===== config.mk =====
export PLATFORM = sky130hd
export DESIGN_NAME = but_wing_seq
export DESIGN_NICKNAME = d
export VERILOG_FILES = /design/src/rtl/but_wing_seq.sv
export SDC_FILE = /design/constraint.sdc
export NUM_CORES = 1
export LEC_CHECK = 0
export ABC_AREA = 1
export ABC_CLOCK_PERIOD_IN_PS = 4100
export BUFFER_PORTS_ARGS = -buffer_cell sky130_fd_sc_hd__buf_2
export CORE_ASPECT_RATIO = 1.2
export CORE_UTILIZATION = 30
export DETAILED_ROUTE_END_ITERATION = 12
export GPL_ROUTABILITY_DRIVEN = 0
export GPL_TIMING_DRIVEN = 0
export HOLD_SLACK_MARGIN = 0.02
export PLACE_DENSITY = 0.42
export REMOVE_ABC_BUFFERS = 1
export SYNTH_ARGS = -nofsm -noshare
export SYNTH_HDL_FRONTEND = slang
export SYNTH_SLANG_ARGS = --single-unit

===== constraint.sdc =====
create_clock -name clk -period 4.1 [get_ports clk]
set_input_delay 0 -clock clk [delete_from_list [all_inputs] [get_ports clk]]
set_output_delay 0 -clock clk [all_outputs]
set_load 0.1 [all_outputs]

===== src/rtl/but_wing_seq.sv =====
// Stage/butterfly sequencer for a radix-2 in-place DIT FFT around but_wing.
// Issues one butterfly at most every other cycle, generating the sample-RAM
// read pair and twiddle address. It remembers each butterfly's address pair
// until both results come back, and then steers the write-back addresses.
// Each stage drains completely before the next stage reads.
module but_wing_seq #(
  parameter int LOG2_N    = 3,
  parameter int P_RD_LAT  = 2,
  parameter int P_MAX_OUT = 4
) (
  input  logic              clk,
  input  logic              rst_n,
  input  logic              fft_start,
  output logic              fft_busy,
  output logic              fft_done,
  output logic              rd_en,
  output logic [LOG2_N-1:0] rd_addr_a,
  output logic [LOG2_N-1:0] rd_addr_b,
  output logic [LOG2_N-2:0] twdl_addr,
  output logic              but_sample_rdy,
  input  logic              but_res_rdy,
  output logic              wr_en,
  output logic [LOG2_N-1:0] wr_addr,
  input  logic              but_ovrflw,
  input  logic              but_underflw,
  output logic              seq_err
);

  localparam int HALF = 1 << (LOG2_N - 1);
  localparam int SW   = $clog2(LOG2_N + 1);
  localparam int QD   = 8;

  localparam logic [LOG2_N-1:0] J_LAST  = LOG2_N'(HALF - 1);
  localparam logic [SW-1:0]     S_LAST  = SW'(LOG2_N - 1);
  localparam logic [3:0]        MAX_OUT = 4'(P_MAX_OUT);

  typedef enum logic [1:0] {IDLE, RUN, DRAIN, DONE} state_t;

  state_t              state;
  state_t              state_nxt;
  logic [SW-1:0]       stage;
  logic [LOG2_N-1:0]   bfly;
  logic                issued_last;
  logic [3:0]          outstanding;
  logic [2:0]          q_wr_ptr;
  logic [2:0]          q_rd_ptr;
  logic [3:0]          q_cnt;
  logic [LOG2_N-1:0]   q_a [QD];
  logic [LOG2_N-1:0]   q_b [QD];
  logic                beat_b;
  logic [P_RD_LAT-1:0] rd_dly;

  logic              start_acc;
  logic              issue;
  logic              drained;
  logic              q_empty;
  logic              pop;
  logic              err_now;
  logic [LOG2_N-1:0] span;
  logic [LOG2_N-1:0] grp;
  logic [LOG2_N-1:0] pos;
  logic [LOG2_N-1:0] addr_a;
  logic [LOG2_N-1:0] addr_b;
  logic [LOG2_N-2:0] tw;

  assign start_acc = (state == IDLE) && fft_start;
  assign q_empty   = (q_cnt == 4'd0);
  assign issue     = (state == RUN) && (outstanding < MAX_OUT) && !issued_last;
  assign drained   = (outstanding == 4'd0) && q_empty;
  assign pop       = but_res_rdy && !q_empty && beat_b;
  assign err_now   = (but_res_rdy && q_empty) || but_ovrflw || but_underflw;

  assign but_sample_rdy = rd_dly[P_RD_LAT-1];

  // Butterfly j of stage s: A/B are span apart inside group j>>s, twiddle scales with pos
  always_comb begin
    span   = LOG2_N'(1) << stage;
    grp    = bfly >> stage;
    pos    = bfly & (span - LOG2_N'(1));
    addr_a = (grp << (stage + 1'b1)) | pos;
    addr_b = addr_a + span;
    tw     = (LOG2_N-1)'(pos << (S_LAST - stage));
  end

  // State register
  always_ff @(posedge clk or negedge rst_n) begin
    if (!rst_n) state <= IDLE;
    else        state <= state_nxt;
  end

  // Next-state logic: run a stage, drain it, then advance or finish
  always_comb begin
    state_nxt = state;
    case (state)
      IDLE:  if (fft_start) state_nxt = RUN;
      RUN:   if (issue && (bfly == J_LAST)) state_nxt = DRAIN;
      DRAIN: if (drained) state_nxt = (stage == S_LAST) ? DONE : RUN;
      DONE:  state_nxt = IDLE;
      default: state_nxt = IDLE;
    endcase
  end

  // Output decode; write address follows the head of the queue and the beat toggle
  always_comb begin
    fft_busy  = (state != IDLE);
    fft_done  = (state == DONE);
    rd_en     = issue;
    rd_addr_a = issue ? addr_a : '0;
    rd_addr_b = issue ? addr_b : '0;
    twdl_addr = issue ? tw : '0;
    wr_en     = but_res_rdy;
    wr_addr   = '0;
    if (but_res_rdy && !q_empty) wr_addr = beat_b ? q_b[q_rd_ptr] : q_a[q_rd_ptr];
  end

  // Stage and butterfly counters, plus the one-issue-per-two-cycles pacing flag
  always_ff @(posedge clk or negedge rst_n) begin
    if (!rst_n) begin
      stage       <= '0;
      bfly        <= '0;
      issued_last <= 1'b0;
    end else begin
      issued_last <= issue;
      if (start_acc) begin
        stage <= '0;
        bfly  <= '0;
      end else if (issue) begin
        bfly <= bfly + 1'b1;
      end else if ((state == DRAIN) && drained && (stage != S_LAST)) begin
        stage <= stage + 1'b1;
        bfly  <= '0;
      end
    end
  end

  // Butterflies in flight: up on issue, down when the second result is written
  always_ff @(posedge clk or negedge rst_n) begin
    if (!rst_n) begin
      outstanding <= 4'd0;
    end else begin
      case ({issue, pop})
        2'b10:   outstanding <= outstanding + 4'd1;
        2'b01:   outstanding <= outstanding - 4'd1;
        default: outstanding <= outstanding;
      endcase
    end
  end

  // Address queue bookkeeping and result beat toggle
  always_ff @(posedge clk or negedge rst_n) begin
    if (!rst_n) begin
      q_wr_ptr <= 3'd0;
      q_rd_ptr <= 3'd0;
      q_cnt    <= 4'd0;
      beat_b   <= 1'b0;
    end else begin
      if (issue) q_wr_ptr <= q_wr_ptr + 1'b1;
      if (pop)   q_rd_ptr <= q_rd_ptr + 1'b1;
      case ({issue, pop})
        2'b10:   q_cnt <= q_cnt + 4'd1;
        2'b01:   q_cnt <= q_cnt - 4'd1;
        default: q_cnt <= q_cnt;
      endcase
      if (but_res_rdy && !q_empty) beat_b <= !beat_b;
    end
  end

  // Queue storage; only entries between the pointers are ever read
  always_ff @(posedge clk) begin
    if (issue) begin
      q_a[q_wr_ptr] <= addr_a;
      q_b[q_wr_ptr] <= addr_b;
    end
  end

  // Read strobe delayed to line up with sample and twiddle data
  always_ff @(posedge clk or negedge rst_n) begin
    if (!rst_n) rd_dly <= '0;
    else        rd_dly <= (rd_dly << 1) | P_RD_LAT'(issue);
  end

  // Sticky error flag, cleared by an accepted start unless an error occurs in that cycle
  always_ff @(posedge clk or negedge rst_n) begin
    if (!rst_n)         seq_err <= 1'b0;
    else if (err_now)   seq_err <= 1'b1;
    else if (start_acc) seq_err <= 1'b0;
  end

endmodule


== Word level (Yosys, flattened, before mapping) ==
Memories as Yosys holds them, arrays and structs flattened.
Index checks and enable logic that the tools add are counted.

* Memories kept: 2
* Input bits: 6
* Output and inout bits: 17
* Bits in registers: 26
* Memory bits (writable): 48

{| class="wikitable"
|+ Memories
! memory !! depth !! bits a word !! read ports !! clocked after Yosys merged registers in !! wr ports !! line !! RTL
|-
| q_a || 8 || 3 || 1 || 0 || 1 || 48 || <nowiki>logic [LOG2_N-1:0] q_a [QD];</nowiki>
|-
| q_b || 8 || 3 || 1 || 0 || 1 || 49 || <nowiki>logic [LOG2_N-1:0] q_b [QD];</nowiki>
|}

* Add/sub/neg operators: 11
* Eq/ne operators: 12
* Bitwise logic cells: 3
* Reductions and logical operators: 25
* $lt $le $gt $ge: 1
* Muxes and demuxes: 22
* Shift-type cells: 4

{| class="wikitable"
|+ Operators with widths
! operator !! number
|-
| 2-to-1 mux 3 bit || 7
|-
| 2-to-1 mux 2 bit || 8
|-
| case mux 4 bit (2 select lines) || 2
|-
| logical AND 1 bit || 10
|-
| adder 3 x 1 -> 3 bit (second input constant) || 3
|-
| adder 4 x 1 -> 4 bit (second input constant) || 2
|-
| equality test 2 bit (second input constant) || 4
|-
| zero test 4 bit || 2
|-
| inequality test 2 bit (second input constant) || 4
|-
| case mux 2 bit (4 select lines) || 1
|-
| nonzero test 2 bit || 4
|-
| subtractor 4 x 1 -> 4 bit (second input constant) || 2
|-
| equality test 2 x 1 -> 1 bit (second input constant) || 2
|-
| less-than comparator 4 x 3 -> 1 bit (second input constant) || 1
|-
| 2-to-1 mux 1 bit || 4
|-
| adder 3 bit || 1
|-
| AND 3 bit || 1
|-
| equality test 3 x 2 -> 1 bit (second input constant) || 1
|-
| zero test 1 bit || 3
|-
| bitwise OR 3 bit || 1
|-
| AND reduction 3 bit || 1
|-
| nonzero test 3 bit || 1
|-
| << shifter 1 x 2 -> 3 bit (first input constant) || 1
|-
| << shifter 3 x 2 -> 2 bit || 1
|-
| other kinds (10) || 11
|}

== Depth between registers and ports, before layout ==
* Word-level depth: 7
* Mapped depth: 13
* Gate-level depth less buffers: 13

== Least setup slack after synthesis ==
Ideal clock, no wire load.

* Path type: flip-flop to output port
* Start point: register outstanding[3]
* End point: output twdl_addr[1]
* Path buffers: 0
* Slack: 0.672 ns
* Arrival time: 3.428 ns
* Stages on the path, launching flop included: 6
* Path through: dfrtp_1 nor2_2 nand3_2 inv_2 nand2_1 a211oi_1

* Cells in the longest elaborated chain, start to end: 4

{| class="wikitable"
|+ RTL lines
! item !! line !! RTL
|-
| start, declared || 44 || <nowiki>logic [3:0] outstanding;</nowiki>
|-
| start signal, assigned || 142 || <nowiki>2'b10: outstanding <= outstanding + 4'd1;</nowiki>
|-
| start signal, assigned || 143 || <nowiki>2'b01: outstanding <= outstanding - 4'd1;</nowiki>
|-
| start signal, assigned || 144 || <nowiki>default: outstanding <= outstanding;</nowiki>
|-
| less-than comparator 4 x 3 -> 1 bit || 68 || <nowiki>assign issue = (state == RUN) && (outstanding < MAX_OUT) && !issued_last;</nowiki>
|-
| logical AND 1 bit (2 in series) || 68 ||
|-
| named net rd_en || 16 || <nowiki>output logic rd_en,</nowiki>
|-
| 2-to-1 mux 2 bit || 110 || <nowiki>twdl_addr = issue ? tw : '0;</nowiki>
|-
| end, declared || 19 || <nowiki>output logic [LOG2_N-2:0] twdl_addr,</nowiki>
|}

The timed path passes the listed nets, and every way through them passes these cells.

== Worst setup path after layout ==
* Start point: register stage[0]
* End point: output rd_addr_b[1]

* Cells in the longest elaborated chain, start to end: 6
* Elaborated cells between the ends (all ways): 9
* Classes of those cells: 3 x add/sub; 3 x shift; 1 x mux; 2 x bitwise

{| class="wikitable"
|+ RTL lines
! item !! line !! RTL
|-
| start, declared || 41 || <nowiki>logic [SW-1:0] stage;</nowiki>
|-
| start signal, assigned || 130 || <nowiki>stage <= stage + 1'b1;</nowiki>
|-
| << shifter 1 x 2 -> 3 bit || 77 || <nowiki>span = LOG2_N'(1) << stage;</nowiki>
|-
| subtractor 3 x 1 -> 3 bit || 79 || <nowiki>pos = bfly & (span - LOG2_N'(1));</nowiki>
|-
| AND 3 bit || 79 ||
|-
| bitwise OR 3 bit * || 80 || <nowiki>addr_a = (grp << (stage + 1'b1)) | pos;</nowiki>
|-
| named net addr_a[0] || 62 || <nowiki>logic [LOG2_N-1:0] addr_a;</nowiki>
|-
| adder 3 bit * || 81 || <nowiki>addr_b = addr_a + span;</nowiki>
|-
| named net addr_b[1] || 63 || <nowiki>logic [LOG2_N-1:0] addr_b;</nowiki>
|-
| 2-to-1 mux 3 bit * || 109 || <nowiki>rd_addr_b = issue ? addr_b : '0;</nowiki>
|-
| end, declared || 18 || <nowiki>output logic [LOG2_N-1:0] rd_addr_b,</nowiki>
|}

The timed path passes the listed nets; every way through them passes the cells marked *.

==> flow_summary.yaml <==
worst_hold_path:
  worstHoldPathType: "in2reg"
yosys:
  yosysTopAreaCell: "edfxtp_1"
  ys_top_cells_by_area: "edfxtp_1 41%, dfrtp_1 18%, nor2_1 7.0%, nand2_1 6.7%, o21ai_0 4.7%"
  syn_avg_cell_area_um2: 9.73
  synth_seq_cells: 73
  synth_top_cell_area_share: 0.408
  ys_seq_area_frac: 0.585
  synth_ff_type: "edfxtp_1"
  synth_cells: 363
  synth.distinct_cells: 31
  yosysWarningCount: 0
  synth_edf_count: 48
  synth_area_um2: 3530
  synthArstFlopShare: 0.342
status:
  status: "complete, no violations"
critical_path:
  path_class: "reg2out"
  end_kind: "output pin"
  cp.required_ns: 4.10
  worstPathMaxFanout: 9
  startpoint_type: "flop"
  cp.arrival_ns: 3.64
clock_tree:
  post_cts_buffers: 0
  clk_latency_ns: 0.33
  htreeDepth: 3
  ctsHoldBuffers: 5
  clock_sinks: 73
  root_buffer: "clkbuf_16"
  cts-resized-gates: 0
  clk_pin_slew_ns: 0.06
  ctsLongestPathBuffers: 2
  cts_tree: "yes"
  cts_buffers: 9
sta:
  setup_viol: 0
  finalCritPeriodShare: 0.888
  rsz0062_at_grt: "no"
  skew_ns: 0.0113
  relSlewSlack: 0.391
  fmax_ghz: 0.275
  tns_ns: 0
  worstMarginPinSlew_ns: 0.913
  slew_violations: 0
  hold_violations: 0
  period_minus_slack_ns: 3.64
route:
  drt-initial-drc-count: 57
  antenna_left: 0
  vias: 2482
  routed_wl_um: 7840
  first_pass_iters: 4
  viasPerCell: 4.50
  drc_errors: 0
  wl_per_cell_um: 14.2
placement:
  io_buffers: 22
  dp_hpwl_um: 5310
  place_area_um2: 3780
floorplanning:
  io_pins: 23
  num_rows: 43
  initial_core_util: 0.307
  dieArea_um2: 12200
  dieWidth_um: 101
  coreArea_um2: 11500
  die_h_um: 121
finish:
  syn2layout_area_growth_pct: 15.5
  nNetsFinal: 411
  design_area_um2: 4080
  layout_commonest_cell: "nor2_1"
  mostFrequentLayoutCells: "66 x nor2_1, 63 x nand2_1, 48 x edfxtp_1, 33 x o21ai_0, 29 x inv_1"
  layout-drive-gt1-share: 0.114
  antennaDiodeCount: 0
global_routing:
  antenna_found_initial: 0
  overflow: 0
  grt_pass1_vias: 2465
  grt_start_max_net_pins: 27
  grt_use_total: 0.142
  grt_pass1_wl_um: 12600
pwr:
  p_leak_nw: 1.72
  finalPower_mw: 3.26
  irDropWorstVdd_uv: 500
  power.density_nw_per_um2: 800
job:
  maxCapViolCount: 0
[report_power, final]
group	internal [mW]	leakage, nW	switching [mW]
Clock	0.406	0.121	0.279
Sequential	0.985	0.740	0.188
Combinational	0.361	0.860	1.04
Total	1.75	1.72	1.51
[kinds of logic (layout without fill, tap and decap cells)]
| family | Yosys count | after routing | synth area share |
|---|---|---|---|
| fa+ha+maj | 14 | 14 | 0.0517 |
| simple gates | 175 | 175 | 0.214 |
| buf+inv | 43 | 75 | 0.0521 |
| flops | 73 | 73 | 0.585 |
| xor+xnor | 7 | 7 | 0.0174 |
| compound gates | 51 | 51 | 0.0790 |
[synth_stat cells, types with 4 or more instances]
cell type,n
nor2_1,66
inv_1,29
inv_2,4
buf_2,6
o21ai_0,33
edfxtp_1,48
xor2_1,4
ha_1,13
nand4_1,7
o211ai_1,6
a21oi_1,6
nand2_1,63
nand3_1,28
dfrtp_1,25
[final timing paths]
path	startpoint	end	slack [ns]	cells after the start
setup reg to reg	stage[0]$_DFFE_PN0P_	q_b[4][2]$_DFFE_PP_	1.05	11
hold reg to reg	rd_dly[0]$_DFF_PN0_	rd_dly[1]$_DFF_PN0_	0.37	0
max in group asynchronous	rst_n	q_rd_ptr[2]$_DFFE_PN0P_	3.48	2
hold / removal	fft_start	state[1]$_DFFE_PN0P_	0.04	3
min in group asynchronous	rst_n	state[0]$_DFFE_PN0P_	0.21	2
setup / recovery	stage[0]$_DFFE_PN0P_	rd_addr_b[1]	0.46	10
[state kept, by name (all words and copies together) (netlist names)]
| register | flops |
|---|---|
| outstanding | 4 |
| q_b | 24 |
| q_a | 24 |
| bfly | 3 |
| q_cnt | 4 |
| rd_dly | 2 |
| q_wr_ptr | 3 |
| q_rd_ptr | 3 |
| beat_b | 1 |
| stage | 2 |
| state | 2 |
| seq_err | 1 |
[cell type report]
type	instances	area, µm²
fill	1201	7440
sequential	73	2070
multi-input combinational	247	1280
clock buffer	14	244
tap	157	196
timing repair buffer	27	160
inverter	33	124
clock inverter	1	5.00
[metrics by stage]
step,hold slack (ns),utilization,setup WS (ns),std cells
5_1_grt,0.0757,0.354,0.299,552
3_3_place_gp,0.0567,0.328,0.854,532
4_1_cts,0.0362,0.354,0.465,552
6_report,0.0359,0.354,0.458,552
2_1_floorplan,-0.296,-,0.538,353
3_5_place_dp,0.0624,0.328,0.831,532
[critical path, cell delays in order (launching register included)]
cell	delay (ns)
dfrtp_1	0.49
inv_1	0.19
ha_1	0.40
inv_1	0.09
nand2_1	0.09
nand2_1	0.24
ha_1	0.32
fa_1	0.78
inv_1	0.09
nor2_1	0.16
buf_2	0.46
[metal layers]
metal,part of all wire,vias up,GRT usage
li1,-,1282,-
met1,0.47,1161,0.178
met2,0.49,27,0.241
met3,0.018,12,0.0243
met4,0.018,0,0.0598
met5,0,-,0
Power figures use the tool's default switching activity.
